$ cat config.mk
export PLATFORM = sky130hd
export DESIGN_NAME = operand_sequencer
export DESIGN_NICKNAME = d
export VERILOG_FILES = /design/src/rtl/ctrl_pkg.sv /design/src/rtl/step_counter.sv /design/src/rtl/operand_sequencer.sv
export SDC_FILE = /design/constraint.sdc
export NUM_CORES = 1
export LEC_CHECK = 0
export ABC_AREA = 1
export CORE_AREA = 2 2 39 41
export CTS_CLUSTER_DIAMETER = 30
export DETAILED_ROUTE_END_ITERATION = 10
export DIE_AREA = 0 0 41 43
export PLACE_DENSITY = 0.57
export SETUP_SLACK_MARGIN = 0.2
export SYNTH_ARGS = -nofsm -noshare
export SYNTH_HDL_FRONTEND = slang
export SYNTH_SLANG_ARGS = --single-unit
export TNS_END_PERCENT = 50
$ cat constraint.sdc
create_clock -name clock -period 2.2 [get_ports clock]
set_input_delay 0.66 -clock clock [delete_from_list [all_inputs] [get_ports clock]]
set_output_delay 0.66 -clock clock [all_outputs]
set_load 0.1 [all_outputs]
$ cat src/rtl/ctrl_pkg.sv
// Shared controller definitions: 2-bit state encoding and a constant-width helper.
package ctrl_pkg;

  localparam logic [1:0] StIdle    = 2'd0;
  localparam logic [1:0] StCapture = 2'd1;
  localparam logic [1:0] StOperate = 2'd2;
  localparam logic [1:0] StDone    = 2'd3;

  // Ceiling log2; clog2(1) is 0 so callers add one bit of headroom.
  function automatic int unsigned clog2(input int unsigned value);
    int unsigned result;
    result = 0;
    for (int unsigned i = 0; i < 32; i++) begin
      if ((64'd1 << i) < 64'(value)) result = i + 1;
    end
    return result;
  endfunction

endpackage

$ cat src/rtl/step_counter.sv
// Up-counter with synchronous clear, enable and a terminal-value flag.
module step_counter #(
  parameter int unsigned WIDTH = 2,
  parameter int unsigned LAST  = 0
) (
  input  logic             clock,
  input  logic             rst_n,
  input  logic             clear,
  input  logic             enable,
  output logic [WIDTH-1:0] count,
  output logic             last
);

  always_ff @(posedge clock or negedge rst_n) begin
    if (!rst_n) begin
      count <= '0;
    end else if (clear) begin
      count <= '0;
    end else if (enable) begin
      count <= count + WIDTH'(1);
    end
  end

  assign last = (count == WIDTH'(LAST));

endmodule

$ cat src/rtl/operand_sequencer.sv
// Issues one-hot operand capture strobes, then an op burst, then a result-valid
// indication (pulsed or held until ack), with abort and busy.
module operand_sequencer
  import ctrl_pkg::*;
#(
  parameter int unsigned NUM_OPERANDS = 4,
  parameter int unsigned OP_CYCLES    = 1,
  parameter int unsigned HOLD_VALID   = 0
) (
  input  logic                    clock,
  input  logic                    rst_n,
  input  logic                    start,
  input  logic                    abort,
  input  logic                    ack,
  output logic [NUM_OPERANDS-1:0] capture,
  output logic                    op,
  output logic                    op_last,
  output logic                    valid,
  output logic                    busy
);

  localparam int unsigned IdxW = clog2(NUM_OPERANDS) + 1;
  localparam int unsigned OpW  = clog2(OP_CYCLES) + 1;

  logic [1:0]              state_q, state_d;
  logic [IdxW-1:0]         idx;
  logic [OpW-1:0]          opcnt;
  logic                    idx_last, opcnt_last;
  logic                    idx_en, opcnt_en;
  logic [NUM_OPERANDS-1:0] capture_raw;
  logic                    op_raw, op_last_raw, valid_raw, busy_raw;
  logic                    unused_opcnt;

  assign unused_opcnt = ^opcnt;

  always_ff @(posedge clock or negedge rst_n) begin
    if (!rst_n) begin
      state_q <= StIdle;
    end else begin
      state_q <= state_d;
    end
  end

  // Counters hold zero unless advancing, so every state entry starts from zero.
  step_counter #(
    .WIDTH (IdxW),
    .LAST  (NUM_OPERANDS - 1)
  ) u_idx (
    .clock  (clock),
    .rst_n  (rst_n),
    .clear  (!idx_en),
    .enable (idx_en),
    .count  (idx),
    .last   (idx_last)
  );

  step_counter #(
    .WIDTH (OpW),
    .LAST  (OP_CYCLES - 1)
  ) u_opcnt (
    .clock  (clock),
    .rst_n  (rst_n),
    .clear  (!opcnt_en),
    .enable (opcnt_en),
    .count  (opcnt),
    .last   (opcnt_last)
  );

  always_comb begin
    state_d     = state_q;
    capture_raw = '0;
    op_raw      = 1'b0;
    op_last_raw = 1'b0;
    valid_raw   = 1'b0;
    busy_raw    = 1'b0;
    idx_en      = 1'b0;
    opcnt_en    = 1'b0;
    unique case (state_q)
      StIdle: begin
        if (start && !abort) begin
          capture_raw[0] = 1'b1;
          if (NUM_OPERANDS == 1) begin
            state_d = StOperate;
          end else begin
            state_d = StCapture;
            idx_en  = 1'b1;
          end
        end
      end
      StCapture: begin
        busy_raw = 1'b1;
        if (abort) begin
          state_d = StIdle;
        end else begin
          for (int unsigned i = 0; i < NUM_OPERANDS; i++) begin
            capture_raw[i] = (idx == IdxW'(i));
          end
          if (idx_last) state_d = StOperate;
          else          idx_en  = 1'b1;
        end
      end
      StOperate: begin
        busy_raw = 1'b1;
        if (abort) begin
          state_d = StIdle;
        end else begin
          op_raw      = 1'b1;
          op_last_raw = opcnt_last;
          if (opcnt_last) state_d  = StDone;
          else            opcnt_en = 1'b1;
        end
      end
      StDone: begin
        busy_raw = 1'b1;
        if (abort) begin
          state_d = StIdle;
        end else begin
          valid_raw = 1'b1;
          if (HOLD_VALID == 0 || ack) state_d = StIdle;
        end
      end
      default: state_d = StIdle;
    endcase
  end

  // Reset gates every output, including the Mealy capture path from start.
  assign capture = capture_raw & {NUM_OPERANDS{rst_n}};
  assign op      = op_raw      & rst_n;
  assign op_last = op_last_raw & rst_n;
  assign valid   = valid_raw   & rst_n;
  assign busy    = busy_raw    & rst_n;

endmodule

==> impl_results.md, run 1 <==
- WP data arrival: 1470 ps
- Die span in y: 43 um
- Clk slew on worst S/H paths: 40 ps
- Worst R2R Path Depth: 6
- Crit-path cells: buf_6 > buf_12 > inv_16 > nand3_4 > inv_4 > nand2_2 > a21oi_4 > buf_12
- Largest net degree at the start of global routing: 7
- Yosys top cell area share: 0.356
- P per Cell Area: just under 1000 mW/mm^2
- EDFF count, synth: 0
- Initial core utilization: 0.305
- Register-to-register setup slack: 920 ps
- Row cnt: 14
- Die width: around 40 um
- Required @ worst endpoint: ~1500 ps
- Clk_lat worst skew: 240 ps
- Clock skew: approximately 1.5 ps
- CORE AREA: ~0.0014 sq mm
- Max_cap viols: 0
- Wire per inst: 9.41 um
- RSZ-0062 raised after global routing: true
- Dominant synthesized flop cell: dfrtp_1
- Leading cell types by total area after synthesis: dfrtp_1 (36%), ha_1 (15%), nand2_1 (9.8%)
- Num CTS Buffers: 3
- Number of synthesis warnings: 0
- Critical path launch point type: input pin
- Final Hold Vio Count: 0
- Placer's final routability congestion estimate: 0.726
- Initial antenna violation count: 0
- HPWL after DPL: ~760 um
- Layout cells sized above 1: 0.558
- Post-CTS Hold Fix Bufs: 0
- Achievable frequency: around 0.47 GHz
- I/O pin count: 13
- Antenna Cells: 0
- WL final: 875 um
- Final Total Pwr: 0.000805 W
- Fin util: 0.604
- Top cells by count, synth: nand2_1 (11), inv_1 (8), nor2_1 (8), dfrtp_1 (6), ha_1 (5)
- Pre-CTS setup slack: -331 ps
- Post-Syn Area: 422 sq um
- Yosys top cell by area: dfrtp_1
- Placed inst area: 761 sq um
- Fill cells: 122
- Most common cell on crit path: buf_12
- Clock sink count: 6
- First-pass GRT wire length: about 1600 um
- Count of cell types in the netlist: 17
- Worst ir drop on vdd: 0.000525 V
- Initial DRC Count: 1
- DRC viols: 0
- Final instance area: approximately 840 sq um
- Vias: 398
- Routed Antenna Nets: 0
- Worst Path Max Fanout: 4
- Final setup violation count: 0
- Register area share after synthesis: 0.356
- Vias in the first global route: 422
- Final WS setup: 70.3 ps
- H-tree levels: 1
- Period minus WS final: around 2100 ps
- Slowest-stage cell, CP: buf_12
- Synth Net Count: 66
- Buffers on Ports: 11
- Ys async rst share: 1.00
- DRT Pass-1 Iters: 2
- Leak: 0.377 nW
- Most frequent cell after synthesis: nand2_1
- Synthesized instance count: 56
- CTS tree: done
- GRT Total Usage: 0.137
- Synthesized flop and latch total: 6
- Status: complete, no violations
- Mapped Avg Cell Area: about 7.5 sq um
- CP Class: input pin to primary output
- Area Overhead vs Synth: 98.2%
- Slew Limit Fails: 0
- Non-Filler Instances: 93
- Hold path cells: 1
- Worst Hold Class: flip-flop to flip-flop
- Post-route clock period utilization: 0.968
- DP Cell Count: 88
- Area of the die: 0.00176 sq mm
- NumNets Final: 89
- Max Buffers Root-to-Sink: 2
- Root buffer cell: clkbuf_4
- Largest stage delay, worst path: ~180 ps
- Grt ovf: 0
- Worst setup EP type: primary output
- Vias per cell: 4.28
==> cell families (layout without fill, tap and decap cells) <==
logic type	after synthesis	in the layout	synth area share
AND/OR/NAND/NOR	27	27	0.300
buffers and inverters	10	31	0.0890
AO/OA/AOI/OAI	7	7	0.0979
flip-flops	6	6	0.356
adder cells (fa/ha/maj)	5	5	0.148
other	1	1	0.00889
==> routing by layer <==
layer / routed length (um) / GRT usage / share of wire / vias to the layer above
li1: - / - / - / 216
met1: 379 / 0.169 / 0.43 / 176
met2: 470 / 0.216 / 0.54 / 6
met3: 25 / 0.0314 / 0.029 / 0
met4: 0 / 0.0600 / 0 / 0
met5: 0 / 0 / 0 / -
==> metrics by stage <==
| stage | hold WS, ps | TNS, ps |
|---|---|---|
| 6_report | 490 | 0 |
| 2_1_floorplan | 364 | -651 |
| 5_1_grt | 516 | 0 |
| 3_5_place_dp | 494 | -2140 |
| 4_1_cts | 503 | 0 |
| 3_3_place_gp | 487 | -2120 |
==> repair_timing <==
item / CTS / global route
cloned: 0 / 0
setup buffers: 1 / 1
gates resized for setup: 15 / 4
pin swaps: 5 / 3
setup endpoints to repair: 8 / 8
hold endpoints to repair: 0 / 0
==> final cells by class <==
type                            instances  area [sq um]  share of cell area
Timing Repair Buffer                   18           255               0.305
Inverter                               10          58.8              0.0704
Multi-Input combinational cell         40           329               0.394
Sequential cell                         6           150               0.180
Tap cell                               16          20.0              0.0240
Clock buffer                            3          22.5              0.0269
==> worst max-delay path: cells and delay by family <==
kind	cells	cell delay, ps
AOI/OAI and AO/OA	1	140
buffers and inverters	5	550
and+or+nand+nor	2	120
==> power by group <==
| part | internal, W | switching (W) |
|---|---|---|
| Combinational | 0.000199 | 0.000313 |
| Sequential | 0.000144 | 0.0000534 |
| Clock | 0.0000614 | 0.0000346 |
==> final timing paths <==
path | from | endpoint
max in group asynchronous | rst_n | state_q[0]
min in group asynchronous | rst_n | u_idx.count[2]
min reg2reg | u_idx.count[0] | u_idx.count[0]
min | u_idx.count[0] | u_idx.count[0]
max reg2reg | u_idx.count[0] | state_q[1]
max | abort | capture[0]
==> flip-flops by register name (all words and copies together) (netlist names) <==
name and cells:
state_q 2, u_opcnt.count 1, u_idx.count 3
==> layout by cell type (no fill, tap or decap) <==
| cell | instances |
|---|---|
| nor2_1 | 2 |
| conb_1 | 1 |
| nor3_4 | 1 |
| nand2_2 | 4 |
| buf_4 | 6 |
| clkdlybuf4s15_1 | 1 |
| inv_4 | 2 |
| a21boi_2 | 1 |
| nor2_4 | 4 |
| nand3_4 | 1 |
| nor4_4 | 1 |
| nand2_1 | 7 |
| dlygate4sd2_1 | 1 |
| o21ai_1 | 1 |
| o21ai_0 | 1 |
| ha_1 | 5 |
| buf_12 | 9 |
| nor2_2 | 4 |
| nand3_1 | 1 |
| clkbuf_4 | 3 |
| inv_2 | 2 |
| nand2_4 | 1 |
| a21oi_1 | 3 |
| nand3_2 | 1 |
| inv_1 | 5 |
| buf_6 | 1 |
| a21oi_4 | 1 |
| inv_16 | 1 |
| dfrtp_1 | 6 |
(Power assumes the default switching activity.)
==> run 2, diff against run 1 <==
CAP_MARGIN = 30   (was not set)
==> results of run 2 <==
The final DEF is identical to that of run 1; final timing and power are the same.
==> run 3, diff against run 2 <==
==> constraint.sdc (replaced) <==
create_clock -name clock -period 2.2 [get_ports clock]
set_input_delay 0.66 -clock clock [delete_from_list [all_inputs] [get_ports clock]]
set_output_delay 0.66 -clock clock [all_outputs]
set_load 0.005 [all_outputs]
==> impl_results.md, run 3 (synthesis gave the netlist of run 1 again) <==
- Register-to-register setup slack: 890 ps (-30 ps)
- Leak: 0.337 nW (-11%)
- CP Class: input pin to primary output
- Slowest-stage cell, CP: clkdlybuf4s15_2
- Clk_lat worst skew: 240 ps (about the same)
- CTS tree: done
- Critical path launch point type: input pin
- Achievable frequency: 0.499 GHz (+6.3%)
- Max reg flops: 3 (unchanged)
- HPWL after DPL: 697 um (-7.8%)
- Crit-path cells: buf_2 > inv_2 > nand3_2 > inv_2 > nand2_1 > nor2_1 > clkdlybuf4s15_2
- Worst setup EP type: primary output
- NumNets Final: 91 (+2.2%)
- Root buffer cell: clkbuf_4
- Worst ir drop on vdd: 0.000336 V (-36%)
- Initial antenna violation count: 0 (unchanged)
- Placer's final routability congestion estimate: 0.719 (-0.88%)
- Initial DRC Count: 1 (unchanged)
- Clock sink count: 6 (unchanged)
- Die width: 41 um (unchanged)
- Vias in the first global route: 391 (-7.3%)
- First-pass GRT wire length: 1490 um (-9.6%)
- Largest stage delay, worst path: 210 ps (+30 ps)
- Top Family by Delay on Critical Path: buffers and inverters
- Worst R2R Path Depth: 6 (unchanged)
- WL final: 934 um (+6.7%)
- CP Buf/Inv Count: 4 (-1)
- Post-route clock period utilization: 0.911 (-0.0572)
- Placed inst area: 597 sq um (-22%)
- Vias per cell: 4.38 (+2.3%)
- Most common cell on crit path: inv_2
- Worst path depth: 7 (-1)
- Most frequent cells in the layout: nand2_1 (11), buf_4 (8), inv_2 (7), nor2_1 (7), dfrtp_1 (6)
- Most flops, register: u_idx.count
- RSZ-0062 raised after global routing: true
- Status: complete, no violations
- Commonest non-fill, non-tap cell in the layout: nand2_1
- Final Hold Vio Count: 0 (unchanged)
- Area of the die: 0.00176 sq mm (unchanged)
- WP data arrival: 1340 ps (-130 ps)
- DRC viols: 0 (unchanged)
- Required @ worst endpoint: 1540 ps (about the same)
- DP Cell Count: 89 (+1.1%)
- Final instance area: 627 sq um (-25%)
- Clock skew: 0.510 ps (-0.959 ps)
- Wire per inst: 9.83 um (+4.5%)
- Slew Limit Fails: 0 (unchanged)
- Grt ovf: 0 (unchanged)
- Max Buffers Root-to-Sink: 2 (unchanged)
- Largest registers: u_idx.count x3, state_q x2, u_opcnt.count x1
- Routed Antenna Nets: 0 (unchanged)
- Period minus WS final: 2000 ps (-126 ps)
- Row cnt: 14 (unchanged)
- CORE AREA: 0.00138 sq mm (unchanged)
- Final Total Pwr: 0.000577 W (-28%)
- DRT Pass-1 Iters: 2 (unchanged)
- Non-Filler Instances: 95 (+2.2%)
- Max_cap viols: 0 (unchanged)
- Die span in y: 43 um (unchanged)
- Vias: 416 (+4.5%)
- Initial core utilization: 0.305 (unchanged)
- Buffers on Ports: 11 (unchanged)
- Clk slew on worst S/H paths: 40 ps (about the same)
- Antenna Cells: 0 (unchanged)
- H-tree levels: 1 (unchanged)
- Worst Hold Class: flip-flop to flip-flop
- P per Cell Area: 921 mW/mm^2 (-4.4%)
- Worst Path Max Fanout: 4 (unchanged)
- Area Overhead vs Synth: 48.7%
- Final setup violation count: 0 (unchanged)
- Num CTS Buffers: 3 (unchanged)
- I/O pin count: 13 (unchanged)
- Layout cells sized above 1: 0.430 (-0.128)
- Largest net degree at the start of global routing: 7 (unchanged)
- Post-CTS Hold Fix Bufs: 0 (unchanged)
- Hold path cells: 1 (unchanged)
- GRT Total Usage: 0.130 (-0.00736)
## run 3: cell types whose count changed in the layout (fill, tap and decap cells not counted), moves of 3 or more
cell / previous run / this run
nand2_1: 7 / 11
nor2_4: 4 / 0
nor2_1: 2 / 7
buf_2: 0 / 3
buf_12: 9 / 0
nand2_2: 4 / 1
dlygate4sd2_1: 1 / 4
inv_2: 2 / 7
## run 3: stage by stage
stage	worst slack [ps]	util	setup TNS (ps)	hold slack, ps
after floorplan	444	-	0	364
after global placement	-593	0.431	-4000	488
after detailed placement	-571	0.431	-3950	490
after CTS	152	0.448	0	496
after global routing	133	0.453	0	539
final	196	0.453	0	505
## run 3: final cells by class
class                           count  area, sq um
Timing Repair Buffer               20          154
Multi-Input combinational cell     40          243
Clock buffer                        3         22.5
Tap cell                           16         20.0
Inverter                           10         37.5
Sequential cell                     6          150
Fill cell                         155          757
## run 3: timing repair
action / CTS / global route
endpoints found under the setup margin: 8 / 6
resized for setup: 30 / 6
setup buffers: 1 / 2
## run 3: worst paths after layout
check	start	endpoint
worst max-delay path	abort	capture[2]
worst min-delay path	u_idx.count[0]	u_idx.count[0]
worst max register to register	u_idx.count[0]	state_q[1]
worst min register to register	u_idx.count[0]	u_idx.count[0]
max in group asynchronous	rst_n	u_idx.count[1]
min in group asynchronous	rst_n	state_q[1]
## run 3: per-layer routing
| metal | vias to the layer above | track usage | wire (um) |
|---|---|---|---|
| met4 | 0 | 0.120 | 7 |
| met5 | - | 0 | 0 |
| met3 | 2 | 0.0157 | 29 |
| li1 | 220 | - | - |
| met1 | 186 | 0.149 | 421 |
| met2 | 8 | 0.194 | 475 |
## run 3: where the power goes
part,internal [W],switching [W]
sequential,0.000144,0.0000465
combinational,0.000138,0.000151
clock,0.0000615,0.0000370
